File: src/rtl/cfu_mulacc_arbiter_if.sv
// Bus bundle between N_REQ requesters, the arbiter and the shared
// multiply-accumulate CFU. The slave modport is the arbiter's view; the
// master modport is the environment's view (requesters plus the CFU).
//
// Handshake: a requester holds m_req_valid[k] and its operands stable until
// it sees m_req_ready[k]; the request is issued in the cycle where
// m_req_valid[k] & m_req_ready[k] is high. m_req_ready may depend on
// m_req_valid in the same cycle. There is no response back-pressure:
// m_resp_valid[k] is a one-cycle pulse that must be consumed when it appears.
`timescale 1ns/1ps

interface cfu_mulacc_arbiter_if #(
  parameter int N_REQ           = 4,
  parameter int CFU_FUNC_ID_W   = 1,
  parameter int CFU_REQ_DATA_W  = 32,
  parameter int CFU_RESP_DATA_W = 32,
  parameter int CFU_ERR_ID_W    = 32
);
  // requester side
  logic [N_REQ-1:0]                m_req_valid;
  logic [N_REQ-1:0]                m_req_ready;
  logic [N_REQ-1:0]                m_req_lock;
  logic [N_REQ*CFU_FUNC_ID_W-1:0]  m_req_func_id;
  logic [N_REQ*CFU_REQ_DATA_W-1:0] m_req_data0;
  logic [N_REQ*CFU_REQ_DATA_W-1:0] m_req_data1;
  logic [N_REQ-1:0]                m_resp_valid;
  logic [CFU_RESP_DATA_W-1:0]      m_resp_data;
  logic                            m_resp_err;
  logic [CFU_ERR_ID_W-1:0]         m_resp_err_id;

  // CFU side
  logic                            cfu_req_valid;
  logic [CFU_FUNC_ID_W-1:0]        cfu_req_func_id;
  logic [CFU_REQ_DATA_W-1:0]       cfu_req_data0;
  logic [CFU_REQ_DATA_W-1:0]       cfu_req_data1;
  logic                            cfu_resp_valid;
  logic [CFU_RESP_DATA_W-1:0]      cfu_resp_data;
  logic                            cfu_resp_err;
  logic [CFU_ERR_ID_W-1:0]         cfu_resp_err_id;

  modport slave (
    input  m_req_valid, m_req_lock, m_req_func_id, m_req_data0, m_req_data1,
    input  cfu_resp_valid, cfu_resp_data, cfu_resp_err, cfu_resp_err_id,
    output m_req_ready, m_resp_valid, m_resp_data, m_resp_err, m_resp_err_id,
    output cfu_req_valid, cfu_req_func_id, cfu_req_data0, cfu_req_data1
  );

  modport master (
    output m_req_valid, m_req_lock, m_req_func_id, m_req_data0, m_req_data1,
    output cfu_resp_valid, cfu_resp_data, cfu_resp_err, cfu_resp_err_id,
    input  m_req_ready, m_resp_valid, m_resp_data, m_resp_err, m_resp_err_id,
    input  cfu_req_valid, cfu_req_func_id, cfu_req_data0, cfu_req_data1
  );
endinterface

File: src/rtl/cfu_mulacc_arbiter.sv
// Round-robin arbiter sharing one pipelined, fixed-latency, stateful
// multiply-accumulate CFU among N_REQ requesters. Grants are combinational
// (no added request latency); a tag pipeline as deep as the CFU latency
// routes each response back to its issuer. A requester issuing with lock=1
// keeps exclusive ownership until it issues a request with lock=0.
// Optional feature macro: CFU_ARB_STATS_EN adds per-requester saturating
// 16-bit issue counters on output stat_issued.
`timescale 1ns/1ps

module cfu_mulacc_arbiter #(
  parameter int N_REQ            = 4,
  parameter int CFU_FUNC_ID_W    = 1,
  parameter int CFU_REQ_DATA_W   = 32,
  parameter int CFU_RESP_DATA_W  = 32,
  parameter int CFU_ERR_ID_W     = 32,
  parameter int CFU_RESP_LATENCY = 3,
  localparam int IDX_W           = $clog2(N_REQ)
) (
  input  logic             clk,
  input  logic             rst,
  cfu_mulacc_arbiter_if.slave bus,
  output logic             dbg_locked,
  output logic [IDX_W-1:0] dbg_owner,
  output logic [IDX_W-1:0] dbg_rr_ptr,
  output logic             proto_err
`ifdef CFU_ARB_STATS_EN
  ,
  output logic [N_REQ*16-1:0] stat_issued
`endif
);

  typedef enum logic {
    ST_UNLOCKED = 1'b0,
    ST_LOCKED   = 1'b1
  } state_e;

  state_e           state_q, state_d;
  logic [IDX_W-1:0] owner_q, owner_d;
  logic [IDX_W-1:0] rr_ptr_q, rr_ptr_d;

  logic             grant_vld;
  logic [IDX_W-1:0] grant_idx;
  logic [IDX_W-1:0] cand;
  int               sum;

  logic [CFU_RESP_LATENCY-1:0] tag_vld_q, tag_vld_d;
  logic [IDX_W-1:0]            tag_idx_q [CFU_RESP_LATENCY];
  logic [IDX_W-1:0]            tag_idx_d [CFU_RESP_LATENCY];

  logic proto_err_q, proto_err_d;

  // Grant selection: owner only while locked, else first valid from rr_ptr.
  always_comb begin
    grant_vld = 1'b0;
    grant_idx = '0;
    cand      = '0;
    sum       = 0;
    if (state_q == ST_LOCKED) begin
      if (bus.m_req_valid[owner_q]) begin
        grant_vld = 1'b1;
        grant_idx = owner_q;
      end
    end else begin
      for (int i = 0; i < N_REQ; i++) begin
        sum = int'(rr_ptr_q) + i;
        if (sum >= N_REQ) sum = sum - N_REQ;
        cand = IDX_W'(sum);
        if (!grant_vld && bus.m_req_valid[cand]) begin
          grant_vld = 1'b1;
          grant_idx = cand;
        end
      end
    end
  end

  // Lock FSM and round-robin pointer next state.
  always_comb begin
    state_d  = state_q;
    owner_d  = owner_q;
    rr_ptr_d = rr_ptr_q;
    if (grant_vld) begin
      rr_ptr_d = (grant_idx == IDX_W'(N_REQ - 1)) ? '0 : grant_idx + 1'b1;
      owner_d  = grant_idx;
      state_d  = bus.m_req_lock[grant_idx] ? ST_LOCKED : ST_UNLOCKED;
    end
  end

  // Ready is one-hot on the granted requester; its operands go straight to the CFU.
  always_comb begin
    bus.m_req_ready     = '0;
    bus.cfu_req_valid   = grant_vld;
    bus.cfu_req_func_id = '0;
    bus.cfu_req_data0   = '0;
    bus.cfu_req_data1   = '0;
    if (grant_vld) bus.m_req_ready[grant_idx] = 1'b1;
    for (int k = 0; k < N_REQ; k++) begin
      if (grant_vld && grant_idx == IDX_W'(k)) begin
        bus.cfu_req_func_id = bus.m_req_func_id[k*CFU_FUNC_ID_W +: CFU_FUNC_ID_W];
        bus.cfu_req_data0   = bus.m_req_data0[k*CFU_REQ_DATA_W +: CFU_REQ_DATA_W];
        bus.cfu_req_data1   = bus.m_req_data1[k*CFU_REQ_DATA_W +: CFU_REQ_DATA_W];
      end
    end
  end

  // Tag pipeline advances every cycle in lockstep with the CFU pipeline.
  always_comb begin
    tag_vld_d[0] = grant_vld;
    tag_idx_d[0] = grant_idx;
    for (int i = 1; i < CFU_RESP_LATENCY; i++) begin
      tag_vld_d[i] = tag_vld_q[i-1];
      tag_idx_d[i] = tag_idx_q[i-1];
    end
  end

  // Route a response to the issuer recorded in the last tag stage; untagged
  // responses are dropped and any valid/tag disagreement is latched.
  always_comb begin
    bus.m_resp_valid = '0;
    if (bus.cfu_resp_valid && tag_vld_q[CFU_RESP_LATENCY-1])
      bus.m_resp_valid[tag_idx_q[CFU_RESP_LATENCY-1]] = 1'b1;
    bus.m_resp_data   = bus.cfu_resp_data;
    bus.m_resp_err    = bus.cfu_resp_err;
    bus.m_resp_err_id = bus.cfu_resp_err_id;
    proto_err_d = proto_err_q |
                  (bus.cfu_resp_valid != tag_vld_q[CFU_RESP_LATENCY-1]);
  end

  // State, pointer, tag and error registers.
  always_ff @(posedge clk) begin
    if (rst) begin
      state_q     <= ST_UNLOCKED;
      owner_q     <= '0;
      rr_ptr_q    <= '0;
      tag_vld_q   <= '0;
      proto_err_q <= 1'b0;
      for (int i = 0; i < CFU_RESP_LATENCY; i++) tag_idx_q[i] <= '0;
    end else begin
      state_q     <= state_d;
      owner_q     <= owner_d;
      rr_ptr_q    <= rr_ptr_d;
      tag_vld_q   <= tag_vld_d;
      proto_err_q <= proto_err_d;
      for (int i = 0; i < CFU_RESP_LATENCY; i++) tag_idx_q[i] <= tag_idx_d[i];
    end
  end

  assign proto_err  = proto_err_q;
  assign dbg_locked = (state_q == ST_LOCKED);
  assign dbg_owner  = owner_q;
  assign dbg_rr_ptr = rr_ptr_q;

`ifdef CFU_ARB_STATS_EN
  logic [15:0] stat_q [N_REQ];
  logic [15:0] stat_d [N_REQ];

  // Saturating per-requester issue counters.
  always_comb begin
    for (int k = 0; k < N_REQ; k++) begin
      stat_d[k] = stat_q[k];
      if (grant_vld && grant_idx == IDX_W'(k) && stat_q[k] != 16'hFFFF)
        stat_d[k] = stat_q[k] + 16'd1;
    end
  end

  // Counter registers.
  always_ff @(posedge clk) begin
    for (int k = 0; k < N_REQ; k++) begin
      if (rst) stat_q[k] <= '0;
      else     stat_q[k] <= stat_d[k];
    end
  end

  // Pack counters onto the flat output bus.
  always_comb begin
    stat_issued = '0;
    for (int k = 0; k < N_REQ; k++) stat_issued[k*16 +: 16] = stat_q[k];
  end
`endif

endmodule
File: src/flat_wrapper.sv
// flat-port wrapper written by rule: the top's interface ports become plain ports
module cfu_mulacc_arbiter_flat 
#(
  parameter int N_REQ            = 4,
  parameter int CFU_FUNC_ID_W    = 1,
  parameter int CFU_REQ_DATA_W   = 32,
  parameter int CFU_RESP_DATA_W  = 32,
  parameter int CFU_ERR_ID_W     = 32,
  parameter int CFU_RESP_LATENCY = 3,
  localparam int IDX_W           = $clog2(N_REQ)
)
  (clk, rst, dbg_locked, dbg_owner, dbg_rr_ptr, proto_err, bus_m_req_valid, bus_m_req_lock, bus_m_req_func_id, bus_m_req_data0, bus_m_req_data1, bus_cfu_resp_valid, bus_cfu_resp_data, bus_cfu_resp_err, bus_cfu_resp_err_id, bus_m_req_ready, bus_m_resp_valid, bus_m_resp_data, bus_m_resp_err, bus_m_resp_err_id, bus_cfu_req_valid, bus_cfu_req_func_id, bus_cfu_req_data0, bus_cfu_req_data1);
  cfu_mulacc_arbiter_if #(.N_REQ(N_REQ), .CFU_FUNC_ID_W(CFU_FUNC_ID_W), .CFU_REQ_DATA_W(CFU_REQ_DATA_W), .CFU_RESP_DATA_W(CFU_RESP_DATA_W), .CFU_ERR_ID_W(CFU_ERR_ID_W)) bus_i ();
  input  logic clk;
  input  logic rst;
  output logic dbg_locked;
  output logic [IDX_W-1:0] dbg_owner;
  output logic [IDX_W-1:0] dbg_rr_ptr;
  output logic proto_err;
  input wire logic [$bits(bus_i.m_req_valid)-1:0] bus_m_req_valid;
  input wire logic [$bits(bus_i.m_req_lock)-1:0] bus_m_req_lock;
  input wire logic [$bits(bus_i.m_req_func_id)-1:0] bus_m_req_func_id;
  input wire logic [$bits(bus_i.m_req_data0)-1:0] bus_m_req_data0;
  input wire logic [$bits(bus_i.m_req_data1)-1:0] bus_m_req_data1;
  input wire logic [$bits(bus_i.cfu_resp_valid)-1:0] bus_cfu_resp_valid;
  input wire logic [$bits(bus_i.cfu_resp_data)-1:0] bus_cfu_resp_data;
  input wire logic [$bits(bus_i.cfu_resp_err)-1:0] bus_cfu_resp_err;
  input wire logic [$bits(bus_i.cfu_resp_err_id)-1:0] bus_cfu_resp_err_id;
  output wire logic [$bits(bus_i.m_req_ready)-1:0] bus_m_req_ready;
  output wire logic [$bits(bus_i.m_resp_valid)-1:0] bus_m_resp_valid;
  output wire logic [$bits(bus_i.m_resp_data)-1:0] bus_m_resp_data;
  output wire logic [$bits(bus_i.m_resp_err)-1:0] bus_m_resp_err;
  output wire logic [$bits(bus_i.m_resp_err_id)-1:0] bus_m_resp_err_id;
  output wire logic [$bits(bus_i.cfu_req_valid)-1:0] bus_cfu_req_valid;
  output wire logic [$bits(bus_i.cfu_req_func_id)-1:0] bus_cfu_req_func_id;
  output wire logic [$bits(bus_i.cfu_req_data0)-1:0] bus_cfu_req_data0;
  output wire logic [$bits(bus_i.cfu_req_data1)-1:0] bus_cfu_req_data1;
  assign bus_i.m_req_valid = bus_m_req_valid;
  assign bus_i.m_req_lock = bus_m_req_lock;
  assign bus_i.m_req_func_id = bus_m_req_func_id;
  assign bus_i.m_req_data0 = bus_m_req_data0;
  assign bus_i.m_req_data1 = bus_m_req_data1;
  assign bus_i.cfu_resp_valid = bus_cfu_resp_valid;
  assign bus_i.cfu_resp_data = bus_cfu_resp_data;
  assign bus_i.cfu_resp_err = bus_cfu_resp_err;
  assign bus_i.cfu_resp_err_id = bus_cfu_resp_err_id;
  assign bus_m_req_ready = bus_i.m_req_ready;
  assign bus_m_resp_valid = bus_i.m_resp_valid;
  assign bus_m_resp_data = bus_i.m_resp_data;
  assign bus_m_resp_err = bus_i.m_resp_err;
  assign bus_m_resp_err_id = bus_i.m_resp_err_id;
  assign bus_cfu_req_valid = bus_i.cfu_req_valid;
  assign bus_cfu_req_func_id = bus_i.cfu_req_func_id;
  assign bus_cfu_req_data0 = bus_i.cfu_req_data0;
  assign bus_cfu_req_data1 = bus_i.cfu_req_data1;
  cfu_mulacc_arbiter #(.N_REQ(N_REQ), .CFU_FUNC_ID_W(CFU_FUNC_ID_W), .CFU_REQ_DATA_W(CFU_REQ_DATA_W), .CFU_RESP_DATA_W(CFU_RESP_DATA_W), .CFU_ERR_ID_W(CFU_ERR_ID_W), .CFU_RESP_LATENCY(CFU_RESP_LATENCY)) u_core (.clk(clk), .rst(rst), .bus(bus_i), .dbg_locked(dbg_locked), .dbg_owner(dbg_owner), .dbg_rr_ptr(dbg_rr_ptr), .proto_err(proto_err));
endmodule
File: config.mk
export PLATFORM = sky130hd
export DESIGN_NAME = cfu_mulacc_arbiter_flat
export DESIGN_NICKNAME = d
export VERILOG_FILES = /design/src/rtl/cfu_mulacc_arbiter_if.sv /design/src/rtl/cfu_mulacc_arbiter.sv /design/src/flat_wrapper.sv
export SDC_FILE = /design/constraint.sdc
export NUM_CORES = 1
export LEC_CHECK = 0
export CAP_MARGIN = 20
export CORE_AREA = 4 4 184 186
export CTS_BUF_LIST = sky130_fd_sc_hd__clkbuf_4 sky130_fd_sc_hd__clkbuf_8
export DETAILED_ROUTE_END_ITERATION = 10
export DIE_AREA = 0 0 188 190
export GPL_TIMING_DRIVEN = 0
export PLACE_DENSITY = 0.54
export SLEW_MARGIN = 10
export SYNTH_ARGS = -nofsm -noshare
export SYNTH_HDL_FRONTEND = slang
export SYNTH_SLANG_ARGS = --single-unit
File: constraint.sdc
create_clock -name clk -period 4.12 [get_ports clk]
set_clock_uncertainty 0.2 [all_clocks]
set_input_delay 0.618 -clock clk [delete_from_list [all_inputs] [get_ports clk]]
set_output_delay 0.618 -clock clk [all_outputs]
set_load 0.02 [all_outputs]
-- Word-level counts from Yosys, hierarchy flattened
Memories as Yosys holds them, arrays and structs flattened.
Cells that the tools add are included.
Widths: inputs -> output; s select.
- add/sub/neg operators: 8
- magnitude comparators: 13
- eq/ne operators: 4
- mux-type cells: 61
- bitwise operators: 4
- reductions and logical operators: 14
- operators with widths (cell ; number):
    $mux 32 ; 8
    $mux 2 ; 18
    $mux 1 ; 25
    $lt 2x3->1 const B ; 7
    $bmux 1 s2 ; 6
    $logic_and 1x1->1 ; 10
    $ge 3x3->1 const B ; 3
    $mux 4 ; 2
    $sub 2x1->2 const B ; 4
    $add 2x2->3 const B ; 2
    $demux 1 s2 ; 2
    $eq 2x2->1 const B ; 2
    $ge 2x1->1 const B ; 2
    $or 1x1->1 ; 4
    $add 2x1->3 const B ; 1
    $ge 2x3->1 const B ; 1
    $logic_not 1->1 ; 3
    $add 2x1->2 const B ; 1
    $eq 2x1->1 const B ; 1
    $logic_not 2->1 ; 1
    $ne 1x1->1 ; 1
- register bits after elaboration: 9
- bits in writable memories: 6
- bits of input ports: 336
- output and inout port bits: 145
- logic and storage cells: 110
- memories kept: 1
- memory list (name ; depth ; bits a word ; rd ports ; clocked after memory_dff ; write ports ; line ; RTL):
    u_core.tag_idx_q ; 3 ; 2 ; 3 ; 0 ; 3 ; cfu_mulacc_arbiter.sv:47 ; logic [IDX_W-1:0] tag_idx_q [CFU_RESP_LATENCY];

-- Logic depth before layout (Yosys ltp)
Gate-level depths: netlist of run 1.
- depth in word-level cells: 25
- gate-level depth with buffers: 15
- gate-level depth less buffers: 12

-- Worst setup path before layout of run 1
OpenSTA, ideal clock, no wires.
- path kind: input to output
- start point: input bus_m_req_valid[1]
- end point: output bus_cfu_req_data0[10]
- data arrival time: 2.887 ns
- required time: 3.302 ns
- setup slack: 0.415 ns
- stages: 14
- buffers on the path: 3
- cell sequence: buf_2 -> nor2_1 -> nor3_1 -> a211oi_2 -> inv_1 -> ha_1 -> clkbuf_1 -> clkbuf_1 -> nand3b_1 -> a21oi_1 -> a21oi_1 -> nor2_1 -> a21oi_1 -> nor2_1
- word-level cells in the longest chain between the ends: 22
- elaborated cells on any way between the ends: 43
- those cells by class: eq/ne: 3; mux: 29; reduce/logical: 11
- ends and longest elaborated chain (item ; line ; RTL):
    from (decl) ; flat_wrapper.sv:20 ; input wire logic [$bits(bus_i.m_req_valid)-1:0] bus_m_req_valid;
    $bmux 1 s2 ; cfu_mulacc_arbiter.sv:68 ; if (!grant_vld && bus.m_req_valid[cand]) begin
    $mux 1 (not written as such) ; cfu_mulacc_arbiter.sv:68 ;
    $mux 1 ; cfu_mulacc_arbiter.sv:68 ;
    $mux 1 ; cfu_mulacc_arbiter.sv:58 ; if (state_q == ST_LOCKED) begin
    $logic_not 1->1 ; cfu_mulacc_arbiter.sv:68 ;
    $logic_and 1x1->1 ; cfu_mulacc_arbiter.sv:68 ;
    $mux 1 ; cfu_mulacc_arbiter.sv:68 ;
    $mux 1 ; cfu_mulacc_arbiter.sv:58 ;
    (+5 left out) ; n/a ;
    $logic_and 1x1->1 ; cfu_mulacc_arbiter.sv:68 ;
    $mux 2 ; cfu_mulacc_arbiter.sv:68 ;
    $mux 2 * ; cfu_mulacc_arbiter.sv:58 ;
    via u_core.grant_idx[0] ; cfu_mulacc_arbiter.sv:42 ; logic [IDX_W-1:0] grant_idx;
    $logic_not 2->1 ; cfu_mulacc_arbiter.sv:97 ; if (grant_vld && grant_idx == IDX_W'(k)) begin
    $logic_and 1x1->1 ; cfu_mulacc_arbiter.sv:97 ;
    $mux 32 (3 in series) ; cfu_mulacc_arbiter.sv:97 ;
    $mux 32 * ; cfu_mulacc_arbiter.sv:97 ;
    to (decl) ; flat_wrapper.sv:36 ; output wire logic [$bits(bus_i.cfu_req_data0)-1:0] bus_cfu_req_data0;
The timed path passes the listed nets; every way through them passes the cells marked *. The select of a mux whose other input is x is not followed.

-- Final worst setup path of run 1
- start point: input bus_m_req_valid[1]
- end point: output bus_cfu_req_data1[1]
- word-level cells in the longest chain between the ends: 22
- elaborated cells on any way between the ends: 43
- those cells by class: eq/ne: 3; mux: 29; reduce/logical: 11
- ends and longest elaborated chain (item ; line ; RTL):
    $bmux 1 s2 ; cfu_mulacc_arbiter.sv:68 ;
    $mux 1 (not written as such) ; cfu_mulacc_arbiter.sv:68 ;
    $mux 1 ; cfu_mulacc_arbiter.sv:68 ;
    $mux 1 ; cfu_mulacc_arbiter.sv:58 ;
    $logic_not 1->1 ; cfu_mulacc_arbiter.sv:68 ;
    $logic_and 1x1->1 ; cfu_mulacc_arbiter.sv:68 ;
    $mux 1 ; cfu_mulacc_arbiter.sv:68 ;
    $mux 1 ; cfu_mulacc_arbiter.sv:58 ;
    (+5 left out) ; n/a ;
    $logic_and 1x1->1 ; cfu_mulacc_arbiter.sv:68 ;
    $mux 2 ; cfu_mulacc_arbiter.sv:68 ;
    $mux 2 * ; cfu_mulacc_arbiter.sv:58 ;
    via u_core.grant_idx[1] ; cfu_mulacc_arbiter.sv:42 ;
    $logic_not 2->1 ; cfu_mulacc_arbiter.sv:97 ;
    $logic_and 1x1->1 ; cfu_mulacc_arbiter.sv:97 ;
    $mux 32 (3 in series) ; cfu_mulacc_arbiter.sv:97 ;
    $mux 32 * ; cfu_mulacc_arbiter.sv:97 ;
    to (decl) ; flat_wrapper.sv:37 ; output wire logic [$bits(bus_i.cfu_req_data1)-1:0] bus_cfu_req_data1;
Marks and branches as above.

==> impl_metrics.csv, run 1 <==
group,metric,value,unit
run_status,outcome,"completed",
logic_synthesis,syn_area_per_cell,5.59,um2
global_route,grt_start_max_net_pins,11,
worst_setup_path,crit_required,3.30,ns
clock_network,cts.sinks,15,
logic_synthesis,synth.most_common_cell,"a21oi_1",
timing,setup_viol,0,
timing,relSlewSlack,59.4,%
global_route,use_met2,25.4,%
logic_synthesis,synthDominantCellAreaShare,25.6,%
global_route,grt_antenna_before_repair,2,
clock_network,cts_max_level,1,
logic_synthesis,netlist_instances,674,
logic_synthesis,synthXorXnorAreaFrac,0,%
logic_synthesis,synth_nets,1015,
floorplan,ios,481,
timing,timing.final.crit_period,3.96,ns
power_and_ir_drop,peakVddDrop,0.261,mV
layout,design_area,8780,um2
logic_synthesis,yosysSeqAreaShare,7.97,%
clock_network,clk_latency,0.25,ns
logic_synthesis,synth_area_leaders,"a21oi_1 (26%), nor2_1 (15%), buf_4 (13%)",
worst_setup_path,path_class,"primary input to primary output",
timing,tightestPinTransition,0.609,ns
logic_synthesis,ys_async_sr_fraction,0,%
global_route,use_met1,16.9,%
floorplan,rows,66,
worst_setup_path,crit_path_end_kind,"primary output",
worst_setup_path,path_max_fanout,10,
clock_network,cts_tree,"built",
timing,setup_ws,0.162,ns
logic_synthesis,synth_edf_count,0,
logic_synthesis,synth_compound_area_share,29.4,%
power_and_ir_drop,powerDensity,577,nW/um2
detailed_routing,num_vias,6171,
floorplan,die_width,188,um
timing,max_freq,253,MHz
floorplan,start_util,11.7,%
placement,dpl_cell_area,8450,um2
global_route,grt_pass1_vias,6449,
detailed_routing,drt_first_pass_iters,5,
layout,drive_above_1_share,17.5,%
floorplan,core,32300,um2
logic_synthesis,synth_commonest_cells,"a21oi_1 (193), nor2_1 (146), nand2_1 (67)",
worst_setup_path,start_kind,"primary input",
timing,fin_crit_sh,96.1,%
detailed_routing,drt_wl_total,27000,um
clock_network,cts.reportedPaths.clkPinSlew,0.06,ns
logic_synthesis,synthMuxAreaShare,2.46,%
logic_synthesis,synth-main-ff-cell,"dfxtp_1",
detailed_routing,drtAntennaViolNets,0,
detailed_routing,via_per_inst,4.01,
placement,place.gp.congestion,0.813,
logic_synthesis,synth_area,3770,um2
logic_synthesis,post_synth_num_cell_types,39,
power_and_ir_drop,power.leakage,3.60,nW
layout,syn2layout_area_growth,133,%
clock_network,clockBufferDepth,2,
logic_synthesis,synthAdderAreaFrac,1.66,%
global_route,grt_pass1_wl,38600,um
clock_network,numCtsBuffers,3,
detailed_routing,drc,0,
placement,port_buffers,413,
clock_network,cts-root-buf,"clkbuf_8",
logic_synthesis,ys_warn_count,0,
clock_network,cts_hold_buf,0,
floorplan,dieArea,35700,um2
logic_synthesis,ys_ff_latch,15,
timing,finalHoldViolCount,0,
layout,nNetsFinal,1437,
global_route,overflow,0,
logic_synthesis,synth_top_family_by_area,"simple AND/OR/NAND/NOR gates",
run,drv_cap,0,
floorplan,fp.dieH,190,um
global_route,gr-usage-all-layers,13.8,%
detailed_routing,drtIter0Drc,238,
layout,fill_cells,3608,
placement,dp_worst_setup_slack,-1.97,ns
worst_setup_path,cp.arrival,3.14,ns
global_route,grt-busiest-layer,"met2",
logic_synthesis,synthSimpleGateAreaFrac,37.4,%
logic_synthesis,yosysTopAreaCell,"a21oi_1",
detailed_routing,avgRoutedWirePerCell,17.6,um
placement,dp_hpwl,22600,um
timing,drv_slew,0,
global_route,gr-usage-met3,2.73,%
min_path,hp-class,"flop to flop",
==> worst max-delay path, cell delays in order <==
cell             delay [ns]
buf_2                  0.18
inv_1                  0.10
o21ai_0                0.18
a32oi_1                0.14
o22ai_2                0.27
inv_2                  0.12
ha_4                   0.19
clkbuf_16              0.18
clkbuf_4               0.18
nand3b_1               0.18
a21oi_1                0.19
a21oi_2                0.05
nor2_1                 0.09
a21oi_1                0.05
nor2_1                 0.09
clkdlybuf4s15_1        0.31
==> repair_timing <==
action                     4_1_cts  5_1_grt
pin swaps                        7        3
resized for setup              196       58
setup endpoints to repair       69       64
gates cloned                     0        0
buffers inserted                 5        1
==> state kept, by name, summed over array words and instances, names as in the netlist <==
signal             cells
u_core.tag_idx_q       6
u_core.tag_vld_q       3
u_core.dbg_owner       2
u_core.dbg_rr_ptr      2
u_core.dbg_locked      1
u_core.proto_err       1
==> per-stage QoR <==
stage	std cells	setup TNS [ns]	power [W]	util, %	hold slack, ns
after floorplan	674	0	0.00285	-	0.214
after CTS	1536	0	0.00513	27.1	0.230
after detailed placement	1529	-111.16	0.00503	26.2	0.220
after global placement	1529	-106.75	0.00503	26.2	0.216
after global routing	1537	-0.0625	0.00555	27.2	0.261
final	1538	0	0.00507	27.2	0.226
==> logic make-up (layout without fill, tap and decap cells) <==
| family | count (synthesis) | after routing |
|---|---|---|
| compound gates | 211 | 211 |
| mux | 8 | 8 |
| fa+ha+maj | 5 | 5 |
| simple gates | 298 | 298 |
| other cells | 0 | 1 |
| buf+inv | 137 | 558 |
| flops | 15 | 15 |
==> where the power goes <==
group / switching (W) / leakage [nW] / total (W) / internal [W]
clock network: 0.0000528 / 0.0255 / 0.000120 / 0.0000670
registers: 0.0000300 / 0.124 / 0.000207 / 0.000177
logic: 0.00279 / 3.45 / 0.00474 / 0.00196
total: 0.00287 / 3.60 / 0.00507 / 0.00220
==> per-layer routing <==
metal	wire, um	share of wire (%)	up-vias
li1	-	-	3052
met1	11100	41	2806
met2	13800	51	284
met3	1800	6.7	25
met4	316	1.2	4
met5	23	0.085	-
==> worst paths after layout <==
| kind | start | slack [ns] | endpoint | cells past startpoint |
|---|---|---|---|---|
| setup / recovery | bus_m_req_valid[1] | 0.16 | bus_cfu_req_data1[1] | 16 |
| hold / removal | u_core.tag_idx_q[0][0] | 0.23 | u_core.tag_idx_q[0][2] | 1 |
| setup reg to reg | u_core.dbg_rr_ptr[1] | 1.98 | u_core.tag_vld_q[0] | 8 |
| hold reg to reg | u_core.tag_idx_q[0][0] | 0.23 | u_core.tag_idx_q[0][2] | 1 |
==> placed cells by master (no fill, tap or decap), types with 2 or more instances in the layout <==
cell	Yosys	final
a211oi_2	2	2
a21oi_1	193	185
a21oi_2	0	8
a221oi_4	0	2
and2_1	2	2
buf_2	9	16
buf_4	65	76
buf_6	3	3
clkbuf_1	44	4
clkbuf_2	0	25
clkbuf_4	0	18
clkbuf_8	0	9
clkdlybuf4s15_1	0	3
clkdlybuf4s15_2	0	9
clkdlybuf4s50_1	0	346
dfxtp_1	15	15
dlygate4sd2_1	0	37
ha_1	5	2
ha_4	0	3
inv_1	8	4
inv_2	1	5
mux2i_1	7	7
nand2_1	67	67
nand3b_1	62	62
nor2_1	146	138
nor2_2	1	7
nor2_4	0	2
nor2b_1	8	7
nor3_1	4	4
o21ai_0	3	3
==> cell type report <==
type                       instances  area (um2)  share of cell area [%]
timing repair buffer             419        4070                    46.3
clock inverter                     1        5.00                  0.0570
inverter                           9        33.8                   0.385
sequential                        15         300                    3.42
clock buffer                       3        41.3                   0.470
tap                              442         553                    6.30
multi-input combinational        522        2840                    32.3
buffer                           126         940                    10.7
antenna                            1        2.50                  0.0285
(Power assumes the default switching activity.)
==> run 2, diff against run 1 <==
--- a/config.mk
+++ b/config.mk
@@ -11,7 +11,7 @@
 export DETAILED_ROUTE_END_ITERATION = 10
 export DIE_AREA = 0 0 188 190
 export GPL_TIMING_DRIVEN = 0
-export PLACE_DENSITY = 0.54
+export PLACE_DENSITY = 0.5
 export SLEW_MARGIN = 10
 export SYNTH_ARGS = -nofsm -noshare
 export SYNTH_HDL_FRONTEND = slang
==> run 2 against run 1 <==
First-iteration DRC count fell by 13%. Core utilization rose by 0.10 points. Total power rose by 0.42%. Critical endpoint is now bus_cfu_req_data0[22].
==> impl_metrics.csv, run 2 (synthesis gave the netlist of run 1 again) <==
group,metric,value,unit
run_status,outcome,"completed",
placement,dp_worst_setup_slack,-1.87,ns
detailed_routing,drt_first_pass_iters,4,
timing,fin_crit_sh,96.5,%
timing,whs,0.234,ns
detailed_routing,drtIter0Drc,206,
timing,setup_viol,0,
worst_setup_path,reg2reg_to,"u_core.dbg_locked",
layout,design_area,8810,um2
placement,dpl_cell_area,8450,um2
clock_network,cts.reportedPaths.clkPinSlew,0.06,ns
worst_setup_path,start_kind,"primary input",
detailed_routing,num_vias,6134,
timing,timing.final.crit_period,3.98,ns
power_and_ir_drop,pwr-share-clk,2.4,%
timing,finalHoldViolCount,0,
global_route,overflow,0,
run,drv_cap,0,
floorplan,die_width,188,um
worst_setup_path,cp_slowest_cell,"dlygate4sd2_1",
global_route,grt_pass1_wl,38700,um
clock_network,cts-root-buf,"clkbuf_8",
worst_setup_path,cp.arrival,3.16,ns
layout,final_common_cell,"clkdlybuf4s50_1",
worst_setup_path,cpLargestDelayFamily,"buffers and inverters",
worst_setup_path,r2r_cells,10,
detailed_routing,drt_wl_total,27600,um
worst_setup_path,crit_path_end_kind,"primary output",
layout,drive_above_1_share,17.1,%
floorplan,rows,66,
clock_network,clk_latency,0.25,ns
power_and_ir_drop,finalPower,0.00509,W
placement,dp_hpwl,23300,um
worst_setup_path,cp-endpoint,"bus_cfu_req_data0[22]",
layout,largest_reg_flops,6,
clock_network,cts_hold_buf,0,
clock_network,cts.sinks,15,
floorplan,dieArea,35700,um2
power_and_ir_drop,powerDensity,578,nW/um2
power_and_ir_drop,power.leakage,3.60,nW
power_and_ir_drop,switchingPower,0.00284,W
floorplan,ios,481,
detailed_routing,drtAntennaViolNets,0,
layout,nNetsFinal,1440,
timing,setup_ws,0.144,ns
power_and_ir_drop,peakVddDrop,0.266,mV
layout,layout_common_cells,"clkdlybuf4s50_1 (346), a21oi_1 (182), nor2_1 (143)",
clock_network,numCtsBuffers,3,
global_route,gr-usage-all-layers,13.9,%
worst_setup_path,cp_common_cell,"a21oi_1",
worst_setup_path,path_max_fanout,10,
floorplan,start_util,11.7,%
worst_setup_path,crit_buf_inv,6,
worst_setup_path,timing.rr.start,"u_core.dbg_rr_ptr[1]",
timing,drv_slew,0,
worst_setup_path,path_cells,"clkbuf_4 -> inv_1 -> o21ai_0 -> a32oi_1 -> o22ai_2 -> inv_2 -> ha_2 -> clkbuf_16 -> clkbuf_4 -> nand3b_1 -> a21oi_1 -> a21oi_1 -> nor2_1 -> a21oi_1 -> nor2_1 -> dlygate4sd2_1",
global_route,grt_antenna_before_repair,2,
clock_network,cts_tree,"built",
power_and_ir_drop,power_frac_seq,4.1,%
floorplan,fp.dieH,190,um
worst_setup_path,crit_path_start,"bus_m_req_valid[1]",
min_path,hp-class,"flop to flop",
layout,syn2layout_area_growth,134,%
detailed_routing,via_per_inst,3.98,
power_and_ir_drop,comb_power_share,93.5,%
placement,port_buffers,413,
layout,largest_registers,"u_core.tag_idx_q (6), u_core.tag_vld_q (3)",
global_route,grt_pass1_vias,6304,
worst_setup_path,worst-path-stages,16,
layout,registers.top_by_ff_count,"u_core.tag_idx_q",
global_route,grt_start_max_net_pins,11,
detailed_routing,drc,0,
worst_setup_path,slowest_delay,0.34,ns
clock_network,clockBufferDepth,2,
power_and_ir_drop,power.internal,0.00225,W
placement,place.gp.congestion,0.828,
timing,tightestPinTransition,0.627,ns
power_and_ir_drop,switching_share,55.9,%
worst_setup_path,path_class,"primary input to primary output",
detailed_routing,avgRoutedWirePerCell,17.9,um
timing,relSlewSlack,58.2,%
timing,max_freq,251,MHz
worst_setup_path,crit_required,3.30,ns
floorplan,core,32300,um2
worst_setup_path,reg2reg_slack,1.90,ns
clock_network,cts_max_level,1,
run 2: final cells by class:
cell class                      instances  area [um2]
Fill cell                            3652       23500
Timing Repair Buffer                  422        4120
Multi-Input combinational cell        522        2800
Buffer                                126         951
Tap cell                              442         553
Sequential cell                        15         300
Clock buffer                            4        48.8
Inverter                                9        33.8
Antenna cell                            1        2.50
run 2: worst min-delay path by stage:
stage / startpoint / end / slack [ns] / depth (start not counted)
floorplan: u_core.tag_idx_q[0][0] / u_core.tag_idx_q[0][2] / 0.21 / 1
global placement: u_core.tag_idx_q[0][2] / u_core.tag_idx_q[0][4] / 0.22 / 1
detailed placement: u_core.tag_vld_q[0] / u_core.tag_vld_q[1] / 0.22 / 1
CTS: u_core.tag_vld_q[0] / u_core.tag_vld_q[1] / 0.23 / 1
global route: u_core.tag_idx_q[0][3] / u_core.tag_idx_q[0][5] / 0.25 / 1
finish: u_core.tag_vld_q[0] / u_core.tag_vld_q[1] / 0.23 / 1
run 2: repair_timing:
action | 4_1_cts | 5_1_grt
setup buffers | 9 | 0
setup endpoints to repair | 69 | 67
gates resized for setup | 199 | 57
pin swaps | 5 | 3
run 2: layer usage:
metal	vias up	global-route usage [%]	share of wire, %
li1	3058	-	-
met5	-	0	0.047
met1	2790	17.3	42
met3	20	2.66	5.9
met4	2	1.58	1.2
met2	264	25.8	51
run 2: power groups by stage:
stage / Combinational [W] / Sequential [W] / Clock, W
after floorplan: 0.00263 / 0.000224 / 0
after global placement: 0.00482 / 0.000208 / 0
after detailed placement: 0.00480 / 0.000211 / 0
after CTS: 0.00480 / 0.000207 / 0.000129
after global routing: 0.00520 / 0.000213 / 0.000134
final: 0.00476 / 0.000207 / 0.000125
run 2: through the flow:
stage	utilization [%]	cells	TNS, ns
CTS	27.2	1540	0
global placement	26.2	1529	-105.97
detailed placement	26.2	1529	-107.34
floorplan	-	674	0
global route	27.3	1541	-0.0272
finish	27.3	1541	0
